## config.mk

```make
export PLATFORM = sky130hd
export DESIGN_NAME = fetch_entry_queue
export DESIGN_NICKNAME = d
export VERILOG_FILES = /design/src/rtl/fetch_entry_queue_pkg.sv /design/src/rtl/fetch_entry_queue_ctrl.sv /design/src/rtl/fetch_entry_queue.sv
export SDC_FILE = /design/constraint.sdc
export NUM_CORES = 1
export LEC_CHECK = 0
export CAP_MARGIN = 20
export CORE_UTILIZATION = 54
export DETAILED_ROUTE_END_ITERATION = 10
export PLACE_DENSITY = 0.8
export SLEW_MARGIN = 30
export SYNTH_ARGS = -nofsm -noshare
export SYNTH_HDL_FRONTEND = slang
export SYNTH_SLANG_ARGS = --single-unit
```

## constraint.sdc

```tcl
create_clock -name clk_i -period 12.3 [get_ports clk_i]
set_input_delay 1.845 -clock clk_i [delete_from_list [all_inputs] [get_ports clk_i]]
set_output_delay 1.845 -clock clk_i [all_outputs]
set_load 0.01 [all_outputs]
```

## src/rtl/fetch_entry_queue_pkg.sv

```systemverilog
// Shared types for the fetch-entry queue: the frontend fetch entry layout
// (address, raw instruction, branch prediction, exception) and width helpers.
package fetch_entry_queue_pkg;

  localparam int unsigned VLEN = 64;

  typedef enum logic [2:0] {
    CF_NONE   = 3'd0,
    CF_BRANCH = 3'd1,
    CF_JUMP   = 3'd2,
    CF_JUMPR  = 3'd3,
    CF_RETURN = 3'd4
  } cf_t;

  typedef struct packed {
    cf_t             cf;
    logic [VLEN-1:0] predict_address;
  } branchpredict_sbe_t;

  typedef struct packed {
    logic [63:0] cause;
    logic [63:0] tval;
    logic        valid;
  } exception_t;

  typedef struct packed {
    logic [VLEN-1:0]    address;
    logic [31:0]        instruction;
    branchpredict_sbe_t branch_predict;
    exception_t         ex;
  } fetch_entry_t;

  // Width of an occupancy counter able to hold 0..depth inclusive.
  function automatic int unsigned cnt_width(input int unsigned depth);
    return $clog2(depth + 1);
  endfunction

endpackage

```

## src/rtl/fetch_entry_queue_ctrl.sv

```systemverilog
// Pointer, count and fault-lock bookkeeping for the fetch-entry queue.
// Handshake: a transfer happens on a rising edge where valid and ready are
// both high; ready never depends combinationally on the opposite side's valid
// or ready, and flush_i suppresses every transfer in its cycle.
module fetch_entry_queue_ctrl
  import fetch_entry_queue_pkg::*;
#(
  parameter int unsigned DEPTH = 4
) (
  input  logic                       clk_i,
  input  logic                       rst_ni,
  input  logic                       flush_i,
  input  logic                       push_valid_i,
  input  logic                       push_fault_i,
  input  logic                       pop_ready_i,
  output logic                       push_ready_o,
  output logic                       pop_valid_o,
  output logic                       replay_o,
  output logic                       push_fire_o,
  output logic [$clog2(DEPTH)-1:0]   wr_ptr_o,
  output logic [$clog2(DEPTH)-1:0]   rd_ptr_o,
  output logic [$clog2(DEPTH+1)-1:0] count_o
);

  localparam int unsigned PTR_W = $clog2(DEPTH);
  localparam int unsigned CNT_W = cnt_width(DEPTH);

  logic [PTR_W-1:0] wr_ptr_q, rd_ptr_q;
  logic [CNT_W-1:0] count_q;
  logic             fault_lock_q;
  logic             full, empty, pop_fire;

  assign full  = (count_q == CNT_W'(DEPTH));
  assign empty = (count_q == '0);

  // Ready comes purely from registered state; the lock blocks everything after a fault.
  assign push_ready_o = !full && !fault_lock_q;
  assign pop_valid_o  = !empty;
  assign push_fire_o  = push_valid_i && push_ready_o && !flush_i;
  assign pop_fire     = pop_valid_o && pop_ready_i && !flush_i;
  // Entries dropped under the fault lock are discarded silently, not replayed.
  assign replay_o     = push_valid_i && !push_ready_o && !fault_lock_q && !flush_i;

  assign wr_ptr_o = wr_ptr_q;
  assign rd_ptr_o = rd_ptr_q;
  assign count_o  = count_q;

  // Pointer/count/lock update; reset and flush both return to the empty, unlocked state.
  always_ff @(posedge clk_i) begin
    if (!rst_ni || flush_i) begin
      wr_ptr_q     <= '0;
      rd_ptr_q     <= '0;
      count_q      <= '0;
      fault_lock_q <= 1'b0;
    end else begin
      if (push_fire_o) wr_ptr_q <= wr_ptr_q + PTR_W'(1);
      if (pop_fire)    rd_ptr_q <= rd_ptr_q + PTR_W'(1);
      if (push_fire_o && !pop_fire) count_q <= count_q + CNT_W'(1);
      else if (!push_fire_o && pop_fire) count_q <= count_q - CNT_W'(1);
      if (push_fire_o && push_fault_i) fault_lock_q <= 1'b1;
    end
  end

  a_no_push_full : assert property (@(posedge clk_i) disable iff (!rst_ni)
    !(push_fire_o && full));
  a_no_pop_empty : assert property (@(posedge clk_i) disable iff (!rst_ni)
    !(pop_fire && empty));
  // A full queue has equal pointers, so the low count bits always match the pointer gap.
  a_count_ptrs   : assert property (@(posedge clk_i) disable iff (!rst_ni)
    (count_q <= CNT_W'(DEPTH)) && (count_q[PTR_W-1:0] == PTR_W'(wr_ptr_q - rd_ptr_q)));

endmodule

```

## src/rtl/fetch_entry_queue.sv

```systemverilog
// Fetch-entry queue: buffers fetch entries from the fetch path and presents
// them in order to decode; requests a replay when an entry arrives while full.
module fetch_entry_queue
  import fetch_entry_queue_pkg::*;
#(
  parameter int unsigned DEPTH = 4
) (
  input  logic                       clk_i,
  input  logic                       rst_ni,
  input  logic                       flush_i,
  input  fetch_entry_t               push_entry_i,
  input  logic                       push_valid_i,
  output logic                       push_ready_o,
  output logic                       replay_o,
  output logic [VLEN-1:0]            replay_addr_o,
  output fetch_entry_t               fetch_entry_o,
  output logic                       fetch_entry_valid_o,
  input  logic                       fetch_entry_ready_i,
  output logic [$clog2(DEPTH+1)-1:0] occupancy_o
);

  localparam int unsigned PTR_W = $clog2(DEPTH);

  fetch_entry_t     mem_q [DEPTH];
  logic [PTR_W-1:0] wr_ptr, rd_ptr;
  logic             push_fire;

  fetch_entry_queue_ctrl #(.DEPTH(DEPTH)) i_ctrl (
    .clk_i        (clk_i),
    .rst_ni       (rst_ni),
    .flush_i      (flush_i),
    .push_valid_i (push_valid_i),
    .push_fault_i (push_entry_i.ex.valid),
    .pop_ready_i  (fetch_entry_ready_i),
    .push_ready_o (push_ready_o),
    .pop_valid_o  (fetch_entry_valid_o),
    .replay_o     (replay_o),
    .push_fire_o  (push_fire),
    .wr_ptr_o     (wr_ptr),
    .rd_ptr_o     (rd_ptr),
    .count_o      (occupancy_o)
  );

  // Storage write; contents need no reset since validity is tracked by the count.
  always_ff @(posedge clk_i) begin
    if (push_fire) mem_q[wr_ptr] <= push_entry_i;
  end

  assign fetch_entry_o = mem_q[rd_ptr];
  assign replay_addr_o = push_entry_i.address;

endmodule

```

* Word level (Yosys, flattened, before mapping)
Memory sizes are Yosys's and may differ from the RTL's. A register that Yosys moved wholly into a read port is not among the register bits. Index checks and enable logic that the tools add are counted.
Storage, ports and cells: memories 1, logic and storage cells 38, bits of input ports 297, output and inout port bits 362, bits in writable memories 1168, flip-flop bits (word level) 8
Operators by class: reduce and logical (&&, ||, !) cells 22, equality and inequality tests 1, add/sub/neg operators 4, muxes and demuxes 6
Memories:
- mem_q | depth 4, width 292, rd ports 1, clocked after Yosys merged registers in 1, wr ports 1, RTL line fetch_entry_queue.sv:24 | fetch_entry_t mem_q [DEPTH];
Operators by type and width (number):
- $logic_and A1 B1 Y1 | 11
- $logic_not A1 Y1 | 8
- $mux W3 | 2
- $add A2 B1 Y2 const B | 2
- $mux W2 | 2
- $add A3 B1 Y3 const B | 1
- $eq A3 B3 Y1 const B | 1
- $logic_not A3 Y1 | 1
- $sub A3 B1 Y3 const B | 1
- $mux W1 | 2
- $reduce_bool A2 Y1 | 1
- $logic_or A1 B1 Y1 | 1

* Logic depth before layout (Yosys ltp)
Gate-level depths: netlist of the first run.
word-level depth 9, depth in mapped cells 9, gate-level depth less buffers 9

* By module
Synthesis of the first run repeated with hierarchy kept, for this count alone.
Unflattened totals: cells, all modules 1637, area, all modules 43360.3 um^2
Modules (own cells, without submodules):
- fetch_entry_queue | cells an instance 1593, area an instance 42956.2 um^2, times used 1, sequential area each 35073.6 um^2
- fetch_entry_queue_ctrl | cells an instance 44, area an instance 404.1 um^2, times used 1, sequential area each 160.2 um^2

* Worst setup path before layout of the first run
Ideal clock, no wire load.
kind input-to-reg, start input flush_i, end memory mem_q[0][0] (netlist name) (enable), setup slack 2565 ps, data required time 11607 ps, stages on the path 2, data arrival time 9042 ps, path buffers 0, library setup time 693 ps, path through nor3b_1 and3_1
Between the ends: cells in the longest elaborated chain, start to end 4
RTL lines:
- start: declaration | RTL line fetch_entry_queue.sv:10 | input logic flush_i,
- $logic_not A1 Y1 | RTL line fetch_entry_queue_ctrl.sv:39 | assign push_fire_o = push_valid_i && push_ready_o && !flush_i;
- $logic_and A1 B1 Y1 | RTL line fetch_entry_queue_ctrl.sv:39
- $mux W1 | RTL line fetch_entry_queue.sv:46 | if (push_fire) mem_q[wr_ptr] <= push_entry_i;
- $mux W1 (implied by the code) | RTL line fetch_entry_queue.sv:46
- end: declaration | RTL line fetch_entry_queue.sv:24
No other way between the ends.

==> summary.md, run 1 <==
| Metric | Value |
|---|---|
| Worst setup EP type | `primary output` |
| Core footprint | `79,300 um2` |
| Synth unique cells | `29` |
| Max incr delay on CP | `620 ps` |
| Initial antenna violation count | `16` |
| Flop pwr share | `53.8%` |
| Cells after Synth | `1,648` |
| Max IR drop VDD | `0.130 mV` |
| Cell internal pwr | `6.71 mW` |
| Via Count | `20,100` |
| Logic gate share of total power | `5.5%` |
| Most common cell after layout, fill and taps aside | `edfxtp_1` |
| Clock root buffer | `clkbuf_16` |
| First-pass GRT wire length | `138,000 um` |
| Final Hold Fails | `0` |
| Placed Area | `50,400 um2` |
| Post-cts sizing count | `0` |
| Die Width | `286 um` |
| Hpwl dp | `56,800 um` |
| Mapped Area | `43,500 um2` |
| Final WL | `95,200 um` |
| Pwr/cell area | `154 nW/um2` |
| Drt drc | `0` |
| Row count | `103` |
| Max-slew violations | `0` |
| Syn Nets | `1,951` |
| Lkg Pwr | `16.8 nW` |
| CTS Buf Count | `112` |
| Clock Latency Late Sink | `680 ps` |
| Slew margin rel. | `28.8%` |
| Sw Ratio | `19.8%` |
| CTS Buffer Depth | `3` |
| Clk sink count | `1,178` |
| DRT antenna net count | `0` |
| Synth top area share | `80.7%` |
| Final GP Congestion | `0.808` |
| Yosys Warn Count | `0` |
| IO Count | `659` |
| Die height | `286 um` |
| Initial DRC count | `1,751` |
| Final min period | `5880 ps` |
| Area of the multi-input gates | `6920 um2` |
| Max_cap viols | `0` |
| Status | `finished clean` |
| CTS tree | `yes` |
| Setup TNS | `0 ps` |
| Initial Utilization | `54.8%` |
| Pre-antenna DRT Iters | `5` |
| Fin crit share | `47.8%` |
| CP max FO | `68` |
| Htree depth | `3` |
| Gr usage total | `23.3%` |
| RSZ-0062 raised after global routing | `no` |
| Min-delay worst type | `register to register` |
| Final net count | `2,618` |
| Most frequent cells in the layout | `1,168 x edfxtp_1, 658 x clkdlybuf4s50_1, 292 x mux4_2` |
| Share of cells above drive strength 1 | `20.3%` |
| Die area | `81,600 um2` |
| Hold Startpoint | `i_ctrl.rd_ptr_o[1]` |
| Sequential share of the synthesized area | `81.2%` |
| Worst reg2reg startpoint | `i_ctrl.fault_lock_q` |
| Number of global-route vias before repair | `21,400` |
| Clock power share | `40.8%` |
| Crit Path Category | `register to primary output` |
| Setup crit start kind | `register` |
| Endpoints failing setup | `0` |
| Max Clock Freq | `0.170 GHz` |
| Buffers added on ports | `658` |
| Slowest CP cell | `buf_6` |
| Grt ovf | `0` |
| Worst reg2reg path endpoint | `mem_q[0][93]` |
| Layout area overhead | `25.0%` |
| Average vias per placed instance | `5.77` |
| Largest net degree at the start of global routing | `159` |
| Worst-Margin Slew | `1070 ps` |
| Post-CTS Setup Inserts | `0` |
| Critical-path cell list | `buf_6 -> buf_12 -> buf_16 -> mux4_2 -> clkdlybuf4s50_1` |
| Sw Pwr | `1.66 mW` |
| FF-to-FF path depth | `4` |
| Post-route cell area | `54,300 um2` |
| Routed WL per cell | `27.4 um` |
| Top area cells in the synthesized netlist | `edfxtp_1 81%, mux4_2 15%, buf_12 1.4%` |
| Worst R2R Setup Slack | `8430 ps` |
| Crit path DAT | `4040 ps` |
| Fillers | `4,584` |
| Yosys top cell by area | `edfxtp_1` |
| Mapped Avg Cell Area | `26.4 um2` |
| Clock-pin slew on the worst setup and hold paths | `60 ps` |
| Sequential cell area | `35,300 um2` |
| Setup crit end | `fetch_entry_o[28]` |
| #FFs+latches synth | `1,178` |
| Clock skew | `41.9 ps` |
| CP Data Required Time | `10,450 ps` |
| Cts-stage hold buffer count | `0` |
-- critical path, delay by kind of cell, from the launching register on --
family | cells | cell delay [ps]
buf+inv | 4 | 2030
flops | 1 | 550
mux | 1 | 600
-- sequential cells by signal, indices dropped and copies added (netlist names), named ones only --
register / cells
mem_q: 1168
i_ctrl.fault_lock_q: 1
i_ctrl.wr_ptr_o: 2
i_ctrl.rd_ptr_o: 2
i_ctrl.count_o: 3
-- cell families after synthesis --
family                     count (synthesis)  synth area share (%)
buffers and inverters                    134                  2.98
xor gates and xnor gates                   2                0.0403
muxes                                    295                  15.2
and+or+nand+nor                           25                 0.337
AOI/OAI and AO/OA                          8                 0.101
DFF                                     1178                  81.2
adders and majority gates                  6                 0.190
-- layout make-up --
type                            count  share of cell area, %
Clock buffer                      135                   5.40
Sequential cell                  1178                   65.0
Inverter                            4                 0.0276
Tap cell                         1050                   2.42
Antenna cell                       17                 0.0783
Clock inverter                     73                   1.46
Multi-Input combinational cell    336                   12.7
Timing Repair Buffer              683                   12.9
-- power by group through the flow --
stage	combinational [mW]	sequential, mW	clock [mW]
after floorplan	0.166	4.60	0
after global routing	0.479	4.50	3.63
final	0.457	4.50	3.41
after CTS	0.460	4.50	3.47
after global placement	0.441	4.58	0
after detailed placement	0.452	4.58	0
-- stage by stage --
stage | hold WS (ps) | std cells | power, mW | utilization, % | setup WS, ps
after floorplan | 459 | 1648 | 4.76 | - | 2570
after global placement | 467 | 3244 | 5.02 | 63.5 | 6470
after detailed placement | 479 | 3247 | 5.04 | 63.6 | 6410
after CTS | 490 | 3455 | 8.43 | 68.3 | 6370
after global routing | 518 | 3470 | 8.61 | 68.5 | 6070
final | 484 | 3476 | 8.37 | 68.5 | 6420
-- how the worst min path moves through the flow --
stage / endpoint / slack (ps) / depth (start not counted)
after detailed placement: register / 480 / 2
after floorplan: register / 460 / 2
after global routing: register / 520 / 2
final: register / 480 / 2
after CTS: register / 490 / 2
after global placement: register / 470 / 2
-- cells in the mapped netlist, drive strengths merged --
| master | count |
|---|---|
| nand3 | 1 |
| a21oi | 3 |
| nor3 | 1 |
| dfxtp | 10 |
| edfxtp | 1168 |
| mux2i | 3 |
| fa | 1 |
| or3 | 2 |
| nand3b | 2 |
| o21ai | 3 |
| nor3b | 2 |
| or3b | 2 |
| nand2 | 1 |
| nand4 | 1 |
| o31ai | 1 |
| mux4 | 292 |
| clkbuf | 5 |
| nor2 | 6 |
| buf | 125 |
| inv | 4 |
| ha | 5 |
| and3 | 4 |
| nand2b | 2 |
| xor2 | 2 |
| a31oi | 1 |
| nor2b | 1 |
-- routing by layer --
| metal | vias up | GRT usage, % | wire, um |
|---|---|---|---|
| met3 | 143 | 7.85 | 9830 |
| li1 | 8402 | - | - |
| met1 | 10500 | 27.9 | 32900 |
| met4 | 8 | 7.67 | 2490 |
| met5 | - | 0 | 55 |
| met2 | 990 | 39.8 | 49900 |
Power figures use the tool's default switching activity.
==> run 2, diff against run 1 <==
--- a/config.mk
+++ b/config.mk
@@ -6,9 +6,9 @@
 export NUM_CORES = 1
 export LEC_CHECK = 0
 export CAP_MARGIN = 20
-export CORE_UTILIZATION = 54
+export CORE_UTILIZATION = 49
 export DETAILED_ROUTE_END_ITERATION = 10
-export PLACE_DENSITY = 0.8
+export PLACE_DENSITY = 0.76
 export SLEW_MARGIN = 30
 export SYNTH_ARGS = -nofsm -noshare
 export SYNTH_HDL_FRONTEND = slang
==> constraint.sdc (replaced) <==
create_clock -name clk_i -period 4.8 [get_ports clk_i]
set_input_delay 0.72 -clock clk_i [delete_from_list [all_inputs] [get_ports clk_i]]
set_output_delay 0.72 -clock clk_i [all_outputs]
set_load 0.01 [all_outputs]
==> run 2 against run 1 <==
Compared with the run above:
- non-clock buffer count increased by 45
- wire length shrank 2.4%
- critical path type unchanged
- global-route usage fell by 2.7 points
- first-iteration DRC count down 5.7%
- clock power up 150%
- largest power group unchanged
==> summary.md, run 2 (synthesis results as in run 1) <==
| Metric | Value |
|---|---|
| Max-slew violations | `0` |
| Number of global-route vias before repair | `21,100` |
| Largest net degree at the start of global routing | `100` |
| Final WS setup | `988 ps` |
| CTS tree | `yes` |
| Clock skew | `28.0 ps` |
| Crit path DAT | `3090 ps` |
| Crit Path Category | `register to primary output` |
| Max incr delay on CP | `920 ps` |
| Worst path bufs/invs | `2` |
| Initial Utilization | `49.8%` |
| Max_cap viols | `0` |
| IO Count | `659` |
| Power, Total | `21.1 mW` |
| Endpoints failing setup | `0` |
| Share of cells above drive strength 1 | `21.4%` |
| CP max FO | `48` |
| Pwr/cell area | `387 nW/um2` |
| Final Hold Fails | `0` |
| Pre-antenna DRT Iters | `5` |
| CTS Buffer Depth | `3` |
| CTS Buf Count | `110` |
| First-pass GRT wire length | `136,000 um` |
| Fillers | `5,684` |
| Gr usage total | `20.6%` |
| Final GP Congestion | `0.819` |
| Status | `finished clean` |
| Drt drc | `0` |
| RSZ-0062 raised after global routing | `no` |
| Max FFs per register | `1,168` |
| Post-route cell area | `54,700 um2` |
| Layout area overhead | `25.8%` |
| Initial antenna violation count | `10` |
| Clock root buffer | `clkbuf_16` |
| Row count | `108` |
| Buffers added on ports | `658` |
| Fin crit share | `79.4%` |
| Post-cts sizing count | `0` |
| Worst-Margin Slew | `910 ps` |
| Worst setup EP type | `primary output` |
| DRT antenna net count | `0` |
| Most common cell after layout, fill and taps aside | `edfxtp_1` |
| Hpwl dp | `59,000 um` |
| Core footprint | `87,300 um2` |
| Final WL | `92,900 um` |
| Setup crit start kind | `register` |
| Most frequent cells in the layout | `1,168 x edfxtp_1, 658 x clkdlybuf4s50_1, 292 x mux4_2` |
| Max Clock Freq | `0.262 GHz` |
| Clock-pin slew on the worst setup and hold paths | `60 ps` |
| Placed Area | `51,100 um2` |
| Post-CTS Setup Inserts | `0` |
| Max IR drop VDD | `0.352 mV` |
| Slew margin rel. | `39.3%` |
| Average vias per placed instance | `5.53` |
| Clk sink count | `1,178` |
| Via Count | `20,000` |
| Clock Latency Late Sink | `690 ps` |
| Routed WL per cell | `25.7 um` |
| Die height | `300 um` |
| Min-delay worst type | `register to register` |
| Die area | `89,900 um2` |
| CP Data Required Time | `4080 ps` |
| Final min period | `3810 ps` |
| Initial DRC count | `1,651` |
| Post-Place Worst Slack | `1360 ps` |
| Lkg Pwr | `17.0 nW` |
| Die Width | `300 um` |
| Critical-path cell list | `buf_4 -> mux4_2 -> clkdlybuf4s50_1` |
| Final net count | `2,661` |
| Cts-stage hold buffer count | `0` |
| Slowest CP cell | `dfxtp_4` |
| Htree depth | `3` |
| Largest Register | `mem_q` |
| Grt ovf | `0` |
| CP top delay family | `buffers and inverters` |
-- run 2: changes by cell type in the layout (fill, tap and decap cells not counted), moves of 3 or more --
cell	previous run	this run
clkinvlp_4	9	4
clkinv_1	24	30
bufinv_16	13	9
diode_2	17	9
clkbuf_16	114	111
buf_16	7	0
buf_6	5	0
buf_4	6	44
buf_12	7	26
-- run 2: power breakdown --
part	internal [mW]	leakage (nW)	switching (mW)
Clock	4.76	1.72	3.67
Sequential	11.5	10.7	0.0414
Combinational	0.660	4.63	0.534
Total	16.9	17.0	4.25
-- run 2: final cells by class --
type / instances / area [um2] / share of cell area (%)
repair buffers: 728 / 7440 / 13.6
well taps: 1155 / 1450 / 2.64
diodes: 9 / 22.5 / 0.0412
flip-flops and latches: 1178 / 35300 / 64.5
multi-input cells: 336 / 6920 / 12.7
clock buffers: 133 / 2860 / 5.23
clock inverters: 73 / 686 / 1.25
inverters: 4 / 15.0 / 0.0275
-- run 2: path summary, 6_finish.rpt --
check / from / to / slack, ps / cells after the start
worst max-delay path: register / fetch_entry_o[171] / 990 / 3
worst min-delay path: i_ctrl.rd_ptr_o[1] / register / 510 / 2
worst max register to register: i_ctrl.fault_lock_q / mem_q[2][278] / 2230 / 3
worst min register to register: i_ctrl.rd_ptr_o[1] / register / 510 / 2
-- run 2: worst reg2reg max path, delay by kind of cell, from the launching register on --
kind,cells,cell delay [ps]
flip-flops,1,340
AND/OR/NAND/NOR,2,1400
buffers and inverters,1,470
-- run 2: metrics by stage --
step / std cells / util, % / setup TNS [ps] / hold WS (ps)
5_1_grt: 3611 / 62.6 / 0 / 546
6_report: 3616 / 62.6 / 0 / 507
4_1_cts: 3607 / 62.6 / 0 / 506
2_1_floorplan: 1648 / - / -493830 / 459
3_3_place_gp: 3401 / 58.5 / 0 / 474
3_5_place_dp: 3401 / 58.5 / 0 / 497
-- run 2: per-layer routing --
metal	track usage [%]	vias to the layer above	part of all wire, %
met2	34.9	951	52
met5	0	-	0.083
met4	5.65	10	2.1
li1	-	8486	-
met1	26.7	10400	37
met3	5.17	125	8.8
==> run 3, diff against run 2 <==
--- a/config.mk
+++ b/config.mk
@@ -6,9 +6,9 @@
 export NUM_CORES = 1
 export LEC_CHECK = 0
 export CAP_MARGIN = 20
-export CORE_UTILIZATION = 49
+export CORE_UTILIZATION = 54
 export DETAILED_ROUTE_END_ITERATION = 10
-export PLACE_DENSITY = 0.76
+export PLACE_DENSITY = 0.8
 export SLEW_MARGIN = 30
 export SYNTH_ARGS = -nofsm -noshare
 export SYNTH_HDL_FRONTEND = slang
==> constraint.sdc (replaced) <==
create_clock -name clk_i -period 3.7 [get_ports clk_i]
set_input_delay 0.555 -clock clk_i [delete_from_list [all_inputs] [get_ports clk_i]]
set_output_delay 0.555 -clock clk_i [all_outputs]
set_load 0.01 [all_outputs]
==> run 3 against run 2 <==
Compared with the run above:
- hold slack better by 8.8 ps
- clock skew grew 21 ps
- power increased by 31%
- worst setup slack worse by 710 ps
- register-to-register slack worse by 1100 ps
- critical path depth grew 1
- via count increased by 1.5%
- sequential cell count did not move
- non-clock buffer count up 5
- critical endpoint is now fetch_entry_o[240]
- largest cell class unchanged
- highest routed layer unchanged
==> summary.md, run 3 (synthesis results as in run 1) <==
| Metric | Value |
|---|---|
| Share of cells above drive strength 1 | `22.0%` |
| Max Clock Freq | `0.292 GHz` |
| Slowest CP cell | `mux4_2` |
| Row count | `103` |
| Post-cts sizing count | `0` |
| Setup crit start kind | `register` |
| Die height | `286 um` |
| Initial DRC count | `1,586` |
| Worst setup EP type | `primary output` |
| Gr usage total | `23.7%` |
| CP Data Required Time | `3140 ps` |
| CTS Buffer Depth | `3` |
| Max incr delay on CP | `640 ps` |
| Layout area overhead | `26.4%` |
| Hpwl dp | `60,800 um` |
| Critical-path cell list | `buf_12 -> buf_12 -> mux4_2 -> clkdlybuf4s50_1` |
| Max_cap viols | `0` |
| Initial Utilization | `54.8%` |
| Lkg Pwr | `17.2 nW` |
| Largest Register | `mem_q` |
| Crit-path most repeated cell | `buf_12` |
| Routed WL per cell | `27.5 um` |
| FF-to-FF path depth | `9` |
| CTS Buf Count | `111` |
| Final min period | `3420 ps` |
| Die Width | `286 um` |
| Power, Total | `27.7 mW` |
| Grt ovf | `0` |
| Slew margin rel. | `58.0%` |
| Htree depth | `3` |
| CTS tree | `yes` |
| Via Count | `20,300` |
| Worst-Margin Slew | `630 ps` |
| Pwr/cell area | `505 nW/um2` |
| Crit Path Category | `register to primary output` |
| Average vias per placed instance | `5.75` |
| Min-delay worst type | `register to register` |
| Post-route insts no fill | `3,532` |
| Status | `finished clean` |
| Final Hold Fails | `0` |
| Buffers added on ports | `658` |
| Initial antenna violation count | `32` |
| Crit path DAT | `2870 ps` |
| Setup TNS | `0 ps` |
| Die area | `81,600 um2` |
| Most common cell after layout, fill and taps aside | `edfxtp_1` |
| Final net count | `2,667` |
| Clock-pin slew on the worst setup and hold paths | `60 ps` |
| Largest net degree at the start of global routing | `76` |
| DP Cell Count | `3,301` |
| Cts-stage hold buffer count | `0` |
| Final WL | `97,300 um` |
| Most frequent cells in the layout | `1,168 x edfxtp_1, 658 x clkdlybuf4s50_1, 292 x mux4_2` |
| Clock root buffer | `clkbuf_16` |
| Max FFs per register | `1,168` |
| Number of global-route vias before repair | `21,700` |
| First-pass GRT wire length | `141,000 um` |
| Clock skew | `49.4 ps` |
| IO Count | `659` |
| Final GP Congestion | `0.840` |
| Clk sink count | `1,178` |
| Endpoints failing setup | `0` |
| Drt drc | `0` |
| DRT antenna net count | `0` |
| Pre-antenna DRT Iters | `5` |
| Max-slew violations | `0` |
| Max IR drop VDD | `0.483 mV` |
| Clock Latency Late Sink | `670 ps` |
| Core footprint | `79,300 um2` |
| Fin crit share | `92.6%` |
| RSZ-0062 raised after global routing | `no` |
| Post-CTS Setup Inserts | `0` |
| Hold Path Depth | `2` |
| CP max FO | `30` |
==> run 3: per-stage QoR <==
stage | setup slack [ps] | hold slack, ps | utilization (%) | instance area [um2]
floorplan | -1360 | 459 | - | 43500
global placement | 639 | 472 | 64.6 | 51200
detailed placement | 626 | 512 | 64.6 | 51200
CTS | 194 | 464 | 69.2 | 54900
global route | 153 | 479 | 69.3 | 54900
finish | 275 | 516 | 69.3 | 54900
==> run 3: cell type report <==
cell class,count,area [um2]
diodes,23,57.6
clock buffers,137,2920
clock inverters,71,753
fillers,4580,24300
inverters,4,15.0
multi-input cells,336,6920
flip-flops and latches,1178,35300
well taps,1050,1310
repair buffers,733,7670
==> run 3: final timing paths <==
path / startpoint / to / slack [ps]
worst min-delay path: i_ctrl.rd_ptr_o[1] / register / 520
worst max register to register: i_ctrl.count_o[0] / i_ctrl.count_o[2] / 1180
worst max-delay path: register / fetch_entry_o[240] / 280
worst min register to register: i_ctrl.rd_ptr_o[1] / register / 520
==> run 3: layer usage <==
| metal | share of wire, % | GRT usage (%) | up-vias |
|---|---|---|---|
| li1 | - | - | 8523 |
| met1 | 35 | 28.7 | 10600 |
| met2 | 53 | 40.2 | 968 |
| met3 | 8.9 | 6.74 | 182 |
| met4 | 3.4 | 9.49 | 26 |
| met5 | 0.18 | 0 | - |
==> run 3: worst max-delay path, delay by kind of cell (launching register included) <==
family   cells  cell delay (ps)
mux          1              640
buf+inv      3             1070
flops        1              450
==> run 3: where the power goes <==
| part | switching, mW | internal [mW] |
|---|---|---|
| Sequential | 0.0573 | 14.9 |
| Combinational | 0.694 | 0.872 |
| Clock | 4.80 | 6.42 |
